<file path="config.mk">
export PLATFORM = sky130hd
export DESIGN_NAME = mpsoc_ahb3_mem_tester_flat
export DESIGN_NICKNAME = d
export VERILOG_FILES = /design/src/rtl/mpsoc_ahb3_mem_tester_if.sv /design/src/rtl/mpsoc_ahb3_mem_tester.sv /design/src/flat_wrapper.sv
export SDC_FILE = /design/constraint.sdc
export NUM_CORES = 1
export LEC_CHECK = 0
export BUFFER_PORTS_ARGS = -buffer_cell sky130_fd_sc_hd__buf_2
export CAP_MARGIN = 20
export CORE_MARGIN = 2
export CORE_UTILIZATION = 40
export DETAILED_ROUTE_END_ITERATION = 10
export SYNTH_ARGS = -nofsm -noshare
export SYNTH_HDL_FRONTEND = slang
export SYNTH_SLANG_ARGS = --single-unit
</file>
<file path="constraint.sdc">
create_clock -name HCLK -period 3.74 [get_ports HCLK]
set_input_delay 0.374 -clock HCLK [delete_from_list [all_inputs] [get_ports HCLK]]
set_output_delay 0.374 -clock HCLK [all_outputs]
set_load 0.01 [all_outputs]
</file>
<file path="src/rtl/mpsoc_ahb3_mem_tester_if.sv">
// AHB3-Lite bus bundle between the memory tester (master) and the slave under test.
// Master drives HSEL/HADDR/HWDATA/HWRITE/HSIZE/HBURST/HPROT/HTRANS/HMASTLOCK.
// Slave drives HRDATA/HREADY (its HREADYOUT)/HRESP.
interface mpsoc_ahb3_mem_tester_if #(
  parameter int PLEN = 32,
  parameter int XLEN = 32
);
  logic            HSEL;
  logic [PLEN-1:0] HADDR;
  logic [XLEN-1:0] HWDATA;
  logic            HWRITE;
  logic [2:0]      HSIZE;
  logic [2:0]      HBURST;
  logic [3:0]      HPROT;
  logic [1:0]      HTRANS;
  logic            HMASTLOCK;
  logic [XLEN-1:0] HRDATA;
  logic            HREADY;
  logic            HRESP;

  modport master (
    output HSEL, HADDR, HWDATA, HWRITE, HSIZE, HBURST, HPROT, HTRANS, HMASTLOCK,
    input  HRDATA, HREADY, HRESP
  );

  modport slave (
    input  HSEL, HADDR, HWDATA, HWRITE, HSIZE, HBURST, HPROT, HTRANS, HMASTLOCK,
    output HRDATA, HREADY, HRESP
  );
endinterface

</file>
<file path="src/rtl/mpsoc_ahb3_mem_tester.sv">
// AHB3-Lite memory tester: writes Pattern(i) = SEED ^ addr(i) over WORDS words
// starting at BASE_ADDR, reads them back and compares.
// Ports:
//   HRESETn, HCLK   - async active-low reset, clock
//   start_i         - start request (honoured in IDLE/DONE only)
//   busy_o, done_o  - test running / finished (done held until next start)
//   pass_o          - no mismatches and no bus error (valid with done_o)
//   bus_err_o       - an HRESP error was seen
//   err_count_o     - saturating read mismatch count
//   fail_addr_o     - address of first mismatch or errored beat
//   ahb             - AHB3-Lite master port
module mpsoc_ahb3_mem_tester #(
  parameter int              PLEN      = 32,
  parameter int              XLEN      = 32,
  parameter logic [PLEN-1:0] BASE_ADDR = '0,
  parameter int              WORDS     = 256,
  parameter logic [31:0]     SEED      = 32'hA5A5_A5A5
) (
  input  logic                       HRESETn,
  input  logic                       HCLK,
  input  logic                       start_i,
  output logic                       busy_o,
  output logic                       done_o,
  output logic                       pass_o,
  output logic                       bus_err_o,
  output logic [15:0]                err_count_o,
  output logic [PLEN-1:0]            fail_addr_o,
  mpsoc_ahb3_mem_tester_if.master    ahb
);

  localparam logic [PLEN-1:0] STEP     = PLEN'(XLEN / 8);
  localparam logic [2:0]      SIZE     = (XLEN == 64) ? 3'b011 : 3'b010;
  localparam int              CW       = (WORDS > 1) ? $clog2(WORDS) : 1;
  localparam logic [CW-1:0]   LAST     = CW'(WORDS - 1);
  localparam logic [1:0]      T_IDLE   = 2'b00;
  localparam logic [1:0]      T_NONSEQ = 2'b10;

  typedef enum logic [2:0] {S_IDLE, S_WRITE, S_READ, S_DRAIN, S_DONE} state_t;

  function automatic logic [XLEN-1:0] pattern(input logic [PLEN-1:0] a);
    return XLEN'(SEED) ^ XLEN'(a);
  endfunction

  state_t          state;
  logic [CW-1:0]   cnt;       // beat index of the address phase on the bus
  logic            hsel, hwrite;
  logic [1:0]      htrans;
  logic [PLEN-1:0] haddr;
  logic [XLEN-1:0] hwdata;
  // Data-phase tracker: the beat whose address phase was accepted last edge.
  logic            dp_vld, dp_wr;
  logic [PLEN-1:0] dp_addr;

  logic            mismatch, fail_latched;
  logic [15:0]     err_sat, err_next;

  assign mismatch     = dp_vld && !dp_wr && ahb.HREADY && !ahb.HRESP &&
                        (ahb.HRDATA != pattern(dp_addr));
  assign err_sat      = (err_count_o == 16'hFFFF) ? err_count_o : err_count_o + 16'd1;
  assign err_next     = mismatch ? err_sat : err_count_o;
  // Count saturates and never returns to zero, so it doubles as the latch flag.
  assign fail_latched = (err_count_o != 16'd0) || bus_err_o;

  always_ff @(posedge HCLK or negedge HRESETn) begin
    if (!HRESETn) begin
      state       <= S_IDLE;
      cnt         <= '0;
      hsel        <= 1'b0;
      hwrite      <= 1'b0;
      htrans      <= T_IDLE;
      haddr       <= '0;
      hwdata      <= '0;
      dp_vld      <= 1'b0;
      dp_wr       <= 1'b0;
      dp_addr     <= '0;
      busy_o      <= 1'b0;
      done_o      <= 1'b0;
      pass_o      <= 1'b0;
      bus_err_o   <= 1'b0;
      err_count_o <= '0;
      fail_addr_o <= '0;
    end else begin
      case (state)
        S_IDLE, S_DONE: begin
          if (start_i) begin
            state       <= S_WRITE;
            cnt         <= '0;
            hsel        <= 1'b1;
            hwrite      <= 1'b1;
            htrans      <= T_NONSEQ;
            haddr       <= BASE_ADDR;
            dp_vld      <= 1'b0;
            busy_o      <= 1'b1;
            done_o      <= 1'b0;
            pass_o      <= 1'b0;
            bus_err_o   <= 1'b0;
            err_count_o <= '0;
            fail_addr_o <= '0;
          end
        end
        default: begin
          if (dp_vld && ahb.HRESP && !ahb.HREADY) begin
            // First cycle of a two-cycle error: drop the pending address
            // phase (never retried) and wait out the second cycle in DRAIN.
            bus_err_o <= 1'b1;
            if (!fail_latched) fail_addr_o <= dp_addr;
            hsel   <= 1'b0;
            htrans <= T_IDLE;
            state  <= S_DRAIN;
          end else if (ahb.HREADY) begin
            if (mismatch) begin
              err_count_o <= err_sat;
              if (!fail_latched) fail_addr_o <= dp_addr;
            end
            // Address phase on the bus moves into its data phase.
            dp_vld  <= htrans[1];
            dp_wr   <= hwrite;
            dp_addr <= haddr;
            if (htrans[1] && hwrite) hwdata <= pattern(haddr);
            case (state)
              S_WRITE: begin
                if (cnt == LAST) begin
                  state  <= S_READ;
                  cnt    <= '0;
                  haddr  <= BASE_ADDR;
                  hwrite <= 1'b0;
                end else begin
                  cnt   <= cnt + CW'(1);
                  haddr <= haddr + STEP;
                end
              end
              S_READ: begin
                if (cnt == LAST) begin
                  state  <= S_DRAIN;
                  hsel   <= 1'b0;
                  htrans <= T_IDLE;
                end else begin
                  cnt   <= cnt + CW'(1);
                  haddr <= haddr + STEP;
                end
              end
              S_DRAIN: begin
                state  <= S_DONE;
                dp_vld <= 1'b0;
                busy_o <= 1'b0;
                done_o <= 1'b1;
                pass_o <= !bus_err_o && (err_next == 16'd0);
              end
              default: ;
            endcase
          end
        end
      endcase
    end
  end

  assign ahb.HSEL      = hsel;
  assign ahb.HADDR     = haddr;
  assign ahb.HWDATA    = hwdata;
  assign ahb.HWRITE    = hwrite;
  assign ahb.HTRANS    = htrans;
  assign ahb.HSIZE     = SIZE;
  assign ahb.HBURST    = 3'b000;
  assign ahb.HPROT     = 4'b0011;
  assign ahb.HMASTLOCK = 1'b0;

endmodule

</file>
<file path="src/flat_wrapper.sv">
// flat-port wrapper written by rule: the top's interface ports become plain ports
module mpsoc_ahb3_mem_tester_flat 
#(
  parameter int              PLEN      = 32,
  parameter int              XLEN      = 32,
  parameter logic [PLEN-1:0] BASE_ADDR = '0,
  parameter int              WORDS     = 256,
  parameter logic [31:0]     SEED      = 32'hA5A5_A5A5
)
  (HRESETn, HCLK, start_i, busy_o, done_o, pass_o, bus_err_o, err_count_o, fail_addr_o, ahb_HSEL, ahb_HADDR, ahb_HWDATA, ahb_HWRITE, ahb_HSIZE, ahb_HBURST, ahb_HPROT, ahb_HTRANS, ahb_HMASTLOCK, ahb_HRDATA, ahb_HREADY, ahb_HRESP);
  mpsoc_ahb3_mem_tester_if #(.PLEN(PLEN), .XLEN(XLEN)) ahb_i ();
  input  logic HRESETn;
  input  logic HCLK;
  input  logic start_i;
  output logic busy_o;
  output logic done_o;
  output logic pass_o;
  output logic bus_err_o;
  output logic [15:0] err_count_o;
  output logic [PLEN-1:0] fail_addr_o;
  output wire logic [$bits(ahb_i.HSEL)-1:0] ahb_HSEL;
  output wire logic [$bits(ahb_i.HADDR)-1:0] ahb_HADDR;
  output wire logic [$bits(ahb_i.HWDATA)-1:0] ahb_HWDATA;
  output wire logic [$bits(ahb_i.HWRITE)-1:0] ahb_HWRITE;
  output wire logic [$bits(ahb_i.HSIZE)-1:0] ahb_HSIZE;
  output wire logic [$bits(ahb_i.HBURST)-1:0] ahb_HBURST;
  output wire logic [$bits(ahb_i.HPROT)-1:0] ahb_HPROT;
  output wire logic [$bits(ahb_i.HTRANS)-1:0] ahb_HTRANS;
  output wire logic [$bits(ahb_i.HMASTLOCK)-1:0] ahb_HMASTLOCK;
  input wire logic [$bits(ahb_i.HRDATA)-1:0] ahb_HRDATA;
  input wire logic [$bits(ahb_i.HREADY)-1:0] ahb_HREADY;
  input wire logic [$bits(ahb_i.HRESP)-1:0] ahb_HRESP;
  assign ahb_HSEL = ahb_i.HSEL;
  assign ahb_HADDR = ahb_i.HADDR;
  assign ahb_HWDATA = ahb_i.HWDATA;
  assign ahb_HWRITE = ahb_i.HWRITE;
  assign ahb_HSIZE = ahb_i.HSIZE;
  assign ahb_HBURST = ahb_i.HBURST;
  assign ahb_HPROT = ahb_i.HPROT;
  assign ahb_HTRANS = ahb_i.HTRANS;
  assign ahb_HMASTLOCK = ahb_i.HMASTLOCK;
  assign ahb_i.HRDATA = ahb_HRDATA;
  assign ahb_i.HREADY = ahb_HREADY;
  assign ahb_i.HRESP = ahb_HRESP;
  mpsoc_ahb3_mem_tester #(.PLEN(PLEN), .XLEN(XLEN), .BASE_ADDR(BASE_ADDR), .WORDS(WORDS), .SEED(SEED)) u_core (.HRESETn(HRESETn), .HCLK(HCLK), .start_i(start_i), .busy_o(busy_o), .done_o(done_o), .pass_o(pass_o), .bus_err_o(bus_err_o), .err_count_o(err_count_o), .fail_addr_o(fail_addr_o), .ahb(ahb_i));
endmodule
</file>
==> flow_summary.toml, run 1 <==
[routing]
drt-total-wl_microns = 20920
routed_via_density = 5.263
vias = 6437
wl_per_cell_microns = 17.11
drc = 0
firstDrtPassIters = 7
drt_iter0_markers = 522
final_antenna_net_count = 0

[yosys]
seq_area_frac_synth_pct = 50.77
postSynthCellCount = 844
synth_ff_type = "dfrtp_1"
synthAdderAreaFrac_pct = 0.6509
yosys.area.top_type = "dfrtp_1"
synth_top_family_by_area = "simple AND/OR/NAND/NOR gates"
yosys_warnings = 0
synth-xor-area-share_pct = 5.240
synthTopCellsByArea = "dfrtp_1 51%, nand2_1 7.7%, o21ai_0 4.5%"
avgSynthCellArea_sq_um = 9.110
syn_area_sq_um = 7689
synth_top_area_share_pct = 50.77
ys_ff_latch = 156
synth_edf_count = 0
synth_compound_area_share_pct = 13.21
synth_mux_area_share_pct = 2.848
yosys.area_share.simple_pct = 21.03
ys_async_sr_fraction_pct = 100.0
ys_types = 62

[power]
p_leak_nw = 4.603
pwr-share-comb_pct = 28.1
pwr-share-seq_pct = 41.3
p_int_mw = 3.400
vdd_drop_max_uv = 367.4
pwr_density_cell_nw_per_um2 = 590.4
p_sw_share_pct = 37.06
netSwitchingPower_mw = 2.001
clkPwrFrac_pct = 30.7

[final_layout]
n_antenna_cell = 0
fillers = 1768
design_area_sq_um = 9149
final_net_count = 1017
drive_gt1_share_pct = 22.55
syn_to_final_growth_pct = 18.99

[timing]
fin_setup_tns_ns = 0
holdWs_ns = -0.001815
final_hold_viol_count = 1
worstMarginPinSlew_ns = 0.9450
fmax_mhz = 361.3
rsz0062_at_grt = "no"
drv_slew = 0
fin_crit_sh_pct = 74.01
finalSetupViolations = 0
skew_ns = 0.01267
post-route-min-period_ns = 2.768
max_slew_margin_pct = 36.80

[floorplanning]
die_w_microns = 142.6
die_area_sq_um = 20350
core-area_sq_um = 18770
die_y_microns = 142.6
ios = 168
fp-row-count = 50
initial_core_util_pct = 40.97

[clock_tree]
cts_tree = "built"
clkLatencyLatePin_ns = 0.43
clk_path_buf_depth = 2
cts_resized = 0
postCtsSetupBuffers = 0
clkTransAtPathRegs_ns = 0.07
cts_buffers = 17
cts_hold_buf = 0
clock_sinks = 156
cts_root_buffer = "clkbuf_16"
htreeDepth = 4

[flow_run]
maxCapViolCount = 0

[global_route]
overflow = 0
grt_pass1_vias = 5992
track_usage_pct = 21.13
antenna_found_initial = 0
grt_max_degree = 91
grt_pass1_wl_microns = 33260

[critical_path]
arrival_ns = 3.07
critPathLaunchType = "flop"
critPathMaxFanout = 18
rrSetupSlack_ns = 0.97
r2r-start = "u_core.cnt[0]"
startpoint = "u_core.cnt[0]"
cp-end-kind = "flop"
critical_path_required_ns = 4.04
criticalPathCategory = "flop to flop"

[place]
placement.io_buffers = 150
place_area_sq_um = 8587
dpl.hpwl_microns = 14880
gp_congestion = 0.8350

[status]
status = "finished with violations"
violations = "hold timing"

[hold_path]
holdCritPathClass = "input port to async pin"
-- cell usage in the layout, fill, tap and decap left out, drive strengths merged, types with 21 or more instances in the layout --
cell type	Yosys	layout
buf	27	162
clkbuf	37	21
o21ai	107	107
dfrtp	156	156
nand4	24	24
a21oi	26	26
inv	39	41
nand2	158	158
nor2	41	41
nand3	58	58
xor2	27	27
-- final timing paths --
| check | end | cells after the start |
|---|---|---|
| max | u_core.ahb.HADDR[18] | 10 |
| min | u_core.ahb.HWDATA[13] | 1 |
| max reg2reg | u_core.ahb.HADDR[18] | 10 |
| min reg2reg | u_core.ahb.HWDATA[0] | 1 |
| max in group asynchronous | u_core.ahb.HWDATA[24] | 2 |
| min in group HCLK | u_core.ahb.HWRITE | 3 |
-- metrics by stage --
stage	power [mW]	setup slack [ns]	util (%)	instances
6_report	5.401	0.9718	48.75	1223
3_5_place_dp	3.772	1.030	45.75	1191
4_1_cts	5.434	0.9789	48.75	1223
5_1_grt	5.727	0.7397	48.75	1223
3_3_place_gp	3.759	1.080	45.75	1191
2_1_floorplan	3.176	1.630	-	859
-- critical path, cell delays in order, from the launching register on --
cell	delay (ns)
dfrtp_1	0.40
ha_1	0.24
nand3_1	0.17
nor2_1	0.20
nor2_1	0.08
a31oi_2	0.79
buf_4	0.34
nor3_1	0.10
nand3_1	0.10
xor2_1	0.15
nor2_1	0.05
-- logic make-up (layout without fill, tap and decap cells) --
logic type | Yosys count | in the layout
AND/OR/NAND/NOR | 336 | 336
AO/OA/AOI/OAI | 177 | 177
flip-flops | 156 | 156
buffers and inverters | 103 | 233
XOR/XNOR | 46 | 46
multiplexers | 20 | 20
adder cells (fa/ha/maj) | 4 | 4
other | 2 | 17
-- power groups by stage --
stage | clock network [mW] | logic, mW | registers [mW]
5_1_grt | 1.76 | 1.70 | 2.27
3_3_place_gp | 0 | 1.51 | 2.25
4_1_cts | 1.68 | 1.53 | 2.23
2_1_floorplan | 0 | 0.945 | 2.23
3_5_place_dp | 0 | 1.52 | 2.25
6_report | 1.66 | 1.52 | 2.23
-- synth_stat cells, drive strengths merged, types with 15 or more instances --
master / instances
nand2: 158
dfrtp: 156
o21ai: 107
nand3: 58
nor2: 41
inv: 39
clkbuf: 37
buf: 27
xor2: 27
a21oi: 26
nand4: 24
xnor2: 19
and3: 18
mux2: 15
-- final cells by class --
cell class	instances	area, sq um	share of cell area [%]
Clock buffer	21	450.4	4.923
Clock inverter	11	111.4	1.217
Inverter	39	146.4	1.600
Multi-Input combinational cell	600	3385	36.99
Sequential cell	156	3904	42.67
Tap cell	234	292.8	3.200
Timing Repair Buffer	162	859.6	9.396
-- flip-flops by register name (all words and copies together), names as in the netlist --
register / cells
u_core.dp_wr: 1
u_core.ahb.HWDATA: 31
u_core.bus_err_o: 1
u_core.ahb.HWRITE: 1
u_core.ahb.HADDR: 30
u_core.ahb.HTRANS: 1
u_core.cnt: 8
u_core.fail_addr_o: 30
u_core.dp_vld: 1
u_core.busy_o: 1
u_core.err_count_o: 16
u_core.done_o: 1
u_core.dp_addr: 30
u_core.state: 3
u_core.pass_o: 1
-- routing by layer --
metal | vias up | GRT usage, % | part of all wire (%) | wire length, microns
met5 | - | 0 | 0 | 0
met4 | 0 | 6.201 | 1.3 | 282
met3 | 25 | 4.158 | 5.5 | 1152
met2 | 204 | 30.90 | 44 | 9251
met1 | 3073 | 31.79 | 49 | 10240
li1 | 3135 | - | - | -
Power figures use the tool's default switching activity.
==> inputs of run 2 (changes only) <==
--- a/config.mk
+++ b/config.mk
@@ -5,6 +5,7 @@
 export SDC_FILE = /design/constraint.sdc
 export NUM_CORES = 1
 export LEC_CHECK = 0
+export ABC_AREA = 1
 export BUFFER_PORTS_ARGS = -buffer_cell sky130_fd_sc_hd__buf_2
 export CAP_MARGIN = 20
 export CORE_MARGIN = 2
==> constraint.sdc (replaced) <==
create_clock -name HCLK -period 2.8 [get_ports HCLK]
set_input_delay 0.28 -clock HCLK [delete_from_list [all_inputs] [get_ports HCLK]]
set_output_delay 0.28 -clock HCLK [all_outputs]
set_load 0.01 [all_outputs]
==> flow_summary.toml, run 2 <==
[timing]
worstMarginPinSlew_ns = 0.5670
fmax_mhz = 418.7
finalSetupViolations = 0
fin_crit_sh_pct = 85.31
holdWs_ns = 0.2114
skew_ns = 0.009493
max_slew_margin_pct = 62.20
post-route-min-period_ns = 2.389
rsz0062_at_grt = "no"
fin_setup_tns_ns = 0
drv_slew = 0
final_hold_viol_count = 0

[critical_path]
crit_family = "simple AND/OR/NAND/NOR gates"
critPathLaunchType = "flop"
worstRegToRegCells = 12
slowest_stage = "dfrtp_1"
arrival_ns = 2.71
cp_num_buf_inv = 3
criticalPathCategory = "flop to flop"
max_stage_delay_ns = 0.42
critical_path_required_ns = 3.12
cp.depth = 12
critPathMaxFanout = 18
cp-end-kind = "flop"
worstPathCellList = "nor2_4 -> inv_4 -> nor2_8 -> nor2_2 -> inv_4 -> nand3_4 -> nor2_2 -> nand4_1 -> o21ai_0 -> nand2_1 -> o21ai_1 -> inv_1"

[floorplanning]
core-area_sq_um = 19530
die_y_microns = 145.5
die_w_microns = 145.5
die_area_sq_um = 21170
initial_core_util_pct = 41.02
fp-row-count = 51
ios = 168

[place]
gp_congestion = 0.9030
dpl.hpwl_microns = 16830
placement.io_buffers = 150
place_area_sq_um = 9069

[final_layout]
largest_reg_flops = 31
mostFrequentLayoutCell = "nand2_1"
seqCellArea_sq_um = 3904
fin_util_pct = 49.60
final_cell_mix = "265 x nand2_1, 156 x dfrtp_1, 154 x inv_1"
multi_input_area_sq_um = 3298
final_net_count = 1242
n_antenna_cell = 0
fillers = 2009
syn_to_final_growth_pct = 20.92
drive_gt1_share_pct = 18.53
design_area_sq_um = 9684

[power]
pwr-share-comb_pct = 38.2
clkPwrFrac_pct = 24.1
pwr_density_cell_nw_per_um2 = 1014
total_power_mw = 9.820
vdd_drop_max_uv = 618.2
pwr-share-seq_pct = 37.7
p_int_mw = 5.749
netSwitchingPower_mw = 4.072
p_sw_share_pct = 41.46
p_leak_nw = 4.946

[yosys]
ys_async_sr_fraction_pct = 100.0
synth_top_area_share_pct = 48.74
ys_ff_latch = 156
synthTopCellsByArea = "dfrtp_1 49%, nand2_1 12%, o21ai_0 7.7%"
postSynthCellCount = 1049
synth_edf_count = 0
syn_area_sq_um = 8009
synth_ff_type = "dfrtp_1"
synth.most_common_cell = "nand2_1"
yosys.area.top_type = "dfrtp_1"
yosys_warnings = 0
seq_area_frac_synth_pct = 48.74
ys_types = 48
ys_top_cells_by_count = "265 x nand2_1, 156 x dfrtp_1, 154 x inv_1"
avgSynthCellArea_sq_um = 7.635

[clock_tree]
cts_tree = "built"
cts_resized = 0
clk_path_buf_depth = 2
clkTransAtPathRegs_ns = 0.06
cts_root_buffer = "clkbuf_16"
clock_sinks = 156
cts_buffers = 17
clkLatencyLatePin_ns = 0.43
htreeDepth = 4

[flow_run]
maxCapViolCount = 0

[hold_path]
holdCritPathClass = "input port to flop"
holdPathStages = 4

[routing]
wl_per_cell_microns = 15.38
firstDrtPassIters = 5
routed_via_density = 4.899
vias = 7246
drt_iter0_markers = 532
drc = 0
final_antenna_net_count = 0
drt-total-wl_microns = 22750

[status]
status = "finished clean"

[global_route]
track_usage_pct = 21.62
grt_pass1_vias = 6814
antenna_found_initial = 0
grt_pass1_wl_microns = 36490
grt_max_degree = 62
overflow = 0
-- run 2: layout make-up --
type | count | share of cell area [%]
Clock buffer | 21 | 4.858
Multi-Input combinational cell | 698 | 34.06
Inverter | 158 | 6.176
Sequential cell | 156 | 40.31
Clock inverter | 11 | 1.395
Tap cell | 265 | 3.424
Timing Repair Buffer | 170 | 9.780
-- run 2: kinds of logic after synthesis --
kind of cell	after synthesis	synth area share (%)
xor gates and xnor gates	11	1.203
and+or+nand+nor	491	26.67
AOI/OAI and AO/OA	173	11.45
DFF	156	48.74
other	2	0.09377
muxes	2	0.2812
adders and majority gates	4	0.6249
buffers and inverters	210	10.94
-- run 2: path summary, 6_finish.rpt --
| path | from | end | slack, ns |
|---|---|---|---|
| setup / recovery | u_core.state[1] | u_core.ahb.HADDR[21] | 0.41 |
| hold / removal | ahb_HREADY | u_core.bus_err_o | 0.21 |
| setup reg to reg | u_core.state[1] | u_core.ahb.HADDR[21] | 0.41 |
| hold reg to reg | u_core.ahb.HWDATA[15] | u_core.ahb.HWDATA[15] | 0.48 |
| max in group asynchronous | HRESETn | u_core.fail_addr_o[17] | 1.45 |
| min in group asynchronous | HRESETn | u_core.ahb.HWDATA[21] | 0.39 |
-- run 2: metrics by stage --
step / cells / worst slack, ns
6_report: 1479 / 0.4114
4_1_cts: 1479 / 0.4144
3_5_place_dp: 1446 / 0.4418
3_3_place_gp: 1446 / 0.4707
5_1_grt: 1479 / 0.07962
2_1_floorplan: 1064 / 0.8305
-- run 2: routing by layer --
layer	part of all wire, %	track usage (%)	up-vias	wire [microns]
li1	-	-	3611	-
met1	49	31.28	3364	11100
met2	44	32.77	240	10040
met3	5.1	3.856	31	1152
met4	2.0	7.500	0	452
met5	0	0	-	0
-- run 2: worst register-to-register path: stages (launching register included) --
cell,delay [ns]
dfrtp_1,0.42
nor2_4,0.24
inv_4,0.14
nor2_8,0.14
nor2_2,0.07
inv_4,0.18
nand3_4,0.20
nor2_2,0.18
nand4_1,0.23
o21ai_0,0.29
nand2_1,0.08
o21ai_1,0.08
inv_1,0.05
-- run 2: repair_timing --
item / CTS / global route
setup endpoints to repair: 0 / 0
hold buffers: 1 / 0
endpoints found under the hold margin: 55 / 0
setup buffers: 0 / 0
-- run 2: power by group through the flow --
stage	sequential, mW	clock, mW	combinational (mW)
floorplan	3.86	0	2.10
global placement	3.72	0	3.75
detailed placement	3.73	0	3.78
CTS	3.70	2.41	3.80
global route	3.81	2.51	4.24
finish	3.70	2.37	3.75
==> inputs of run 3 (changes only) <==
--- a/config.mk
+++ b/config.mk
@@ -7,7 +7,6 @@
 export LEC_CHECK = 0
 export ABC_AREA = 1
 export BUFFER_PORTS_ARGS = -buffer_cell sky130_fd_sc_hd__buf_2
-export CAP_MARGIN = 20
 export CORE_MARGIN = 2
 export CORE_UTILIZATION = 40
 export DETAILED_ROUTE_END_ITERATION = 10
==> constraint.sdc (replaced) <==
create_clock -name HCLK -period 2.8 [get_ports HCLK]
set_input_delay 0 -clock HCLK [delete_from_list [all_inputs] [get_ports HCLK]]
set_output_delay 0 -clock HCLK [all_outputs]
set_load 0.01 [all_outputs]
==> flow_summary.toml, run 3 (synthesized netlist as in run 2, its figures left out) <==
[global_route]
grt_use_met3_pct = 5.831
antenna_found_initial = 0
grtUsageMet1_pct = 31.69
track_usage_pct = 21.60
overflow = 0
busiest_layer = "met1"
grt_max_degree = 68
grt_pass1_vias = 6655
grt_pass1_wl_microns = 36150
met2_usage_pct = 31.40

[flow_run]
maxCapViolCount = 0

[critical_path]
max_stage_delay_ns = 0.44
arrival_ns = 2.75
critPathMaxFanout = 18
worstPathCellList = "nor2_4 -> inv_4 -> nor2_8 -> nor2_2 -> inv_4 -> nand3_4 -> buf_4 -> nor2_1 -> o21ai_0 -> o22ai_1"
crit_path_frequent_cell = "inv_4"
critical_path_required_ns = 3.15
crit_family = "simple AND/OR/NAND/NOR gates"
cp_num_buf_inv = 3
criticalPathCategory = "flop to flop"
critPathLaunchType = "flop"
slowest_stage = "dfrtp_1"
cp-end-kind = "flop"

[routing]
firstDrtPassIters = 5
final_antenna_net_count = 0
drc = 0
vias = 7188
drt-total-wl_microns = 22470
drt_iter0_markers = 482
routed_via_density = 4.853
wl_per_cell_microns = 15.17

[floorplanning]
ios = 168
die_area_sq_um = 21170
core-area_sq_um = 19530
initial_core_util_pct = 41.02
die_y_microns = 145.5
fp-row-count = 51
die_w_microns = 145.5

[clock_tree]
clkLatencyLatePin_ns = 0.44
cts_buffers = 17
htreeDepth = 4
clkTransAtPathRegs_ns = 0.06
clock_sinks = 156
cts_tree = "built"
clk_path_buf_depth = 2
cts_hold_buf = 5
cts_root_buffer = "clkbuf_16"
cts_resized = 0
postCtsSetupBuffers = 0

[power]
pwr_density_cell_nw_per_um2 = 1021
vdd_drop_max_uv = 619.5
p_leak_nw = 4.974

[timing]
finalSetupViolations = 0
post-route-min-period_ns = 2.401
drv_slew = 0
fin_crit_sh_pct = 85.73
max_slew_margin_pct = 61.57
worstMarginPinSlew_ns = 0.5764
fmax_mhz = 416.6
rsz0062_at_grt = "no"
skew_ns = 0.007969
fin_setup_tns_ns = 0
final_hold_viol_count = 0

[hold_path]
holdCritPathClass = "input port to async pin"

[final_layout]
final_cell_mix = "265 x nand2_1, 156 x dfrtp_1, 154 x inv_1"
layout.cells.non_filler = 1481
final_net_count = 1245
mostFrequentLayoutCell = "nand2_1"
syn_to_final_growth_pct = 21.59
largest_reg_flops = 31
n_antenna_cell = 0
drive_gt1_share_pct = 18.42

[place]
dp.cells = 1445
placement.io_buffers = 150
gp_congestion = 0.9240
dpl.hpwl_microns = 16530

[status]
status = "finished clean"
## run 3: cell types whose count changed in the layout (fill, tap and decap cells not counted), moves of 2 or more
cell / before / now
bufinv_16: 2 / 4
dlygate4sd3_1: 1 / 5
clkbuf_8: 3 / 1
clkinv_4: 4 / 1
clkinv_2: 0 / 2
## run 3: final timing paths
kind | startpoint | end | depth (start not counted) | slack (ns)
hold reg to reg | u_core.ahb.HWDATA[0] | u_core.ahb.HWDATA[0] | 2 | 0.46
min in group HCLK | ahb_HRESP | u_core.state[0] | 6 | 0.16
setup reg to reg | u_core.state[0] | u_core.ahb.HADDR[25] | 10 | 0.40
max in group asynchronous | HRESETn | u_core.fail_addr_o[24] | 3 | 1.84
hold / removal | HRESETn | u_core.ahb.HWDATA[21] | 2 | 0.10
setup / recovery | u_core.state[0] | u_core.ahb.HADDR[25] | 10 | 0.40
## run 3: where the power goes
group	leakage, nW	switching [mW]	total [mW]	internal, mW
sequential	2.05	0.670	3.70	3.03
clock	0.299	0.972	2.49	1.52
combinational	2.62	2.43	3.76	1.33
## run 3: routing by layer
metal	share of wire, %	wire length [microns]
met5	0	0
met4	1.7	373
met3	6.5	1455
met2	44	9844
met1	48	10800
## run 3: final cells by class
cell class,count,area [sq um]
clock buffer,18,439.2
clock inverter,13,187.7
fill,1968,9788
inverter,158,598.1
multi-input combinational,698,3298
sequential,156,3904
tap,265,331.6
timing repair buffer,173,979.7
## run 3: metrics by stage
stage	worst slack (ns)	total power, mW	area (sq um)	hold WS (ns)	utilization, %
2_1_floorplan	0.8305	5.960	8065	-0.2956	-
3_3_place_gp	0.4267	7.467	9061	0.02007	46.41
3_5_place_dp	0.4311	7.487	9061	0.01767	46.41
4_1_cts	0.4017	10.01	9738	0.1141	49.87
5_1_grt	0.1585	10.68	9738	0.1463	49.87
6_report	0.3995	9.947	9738	0.1005	49.87
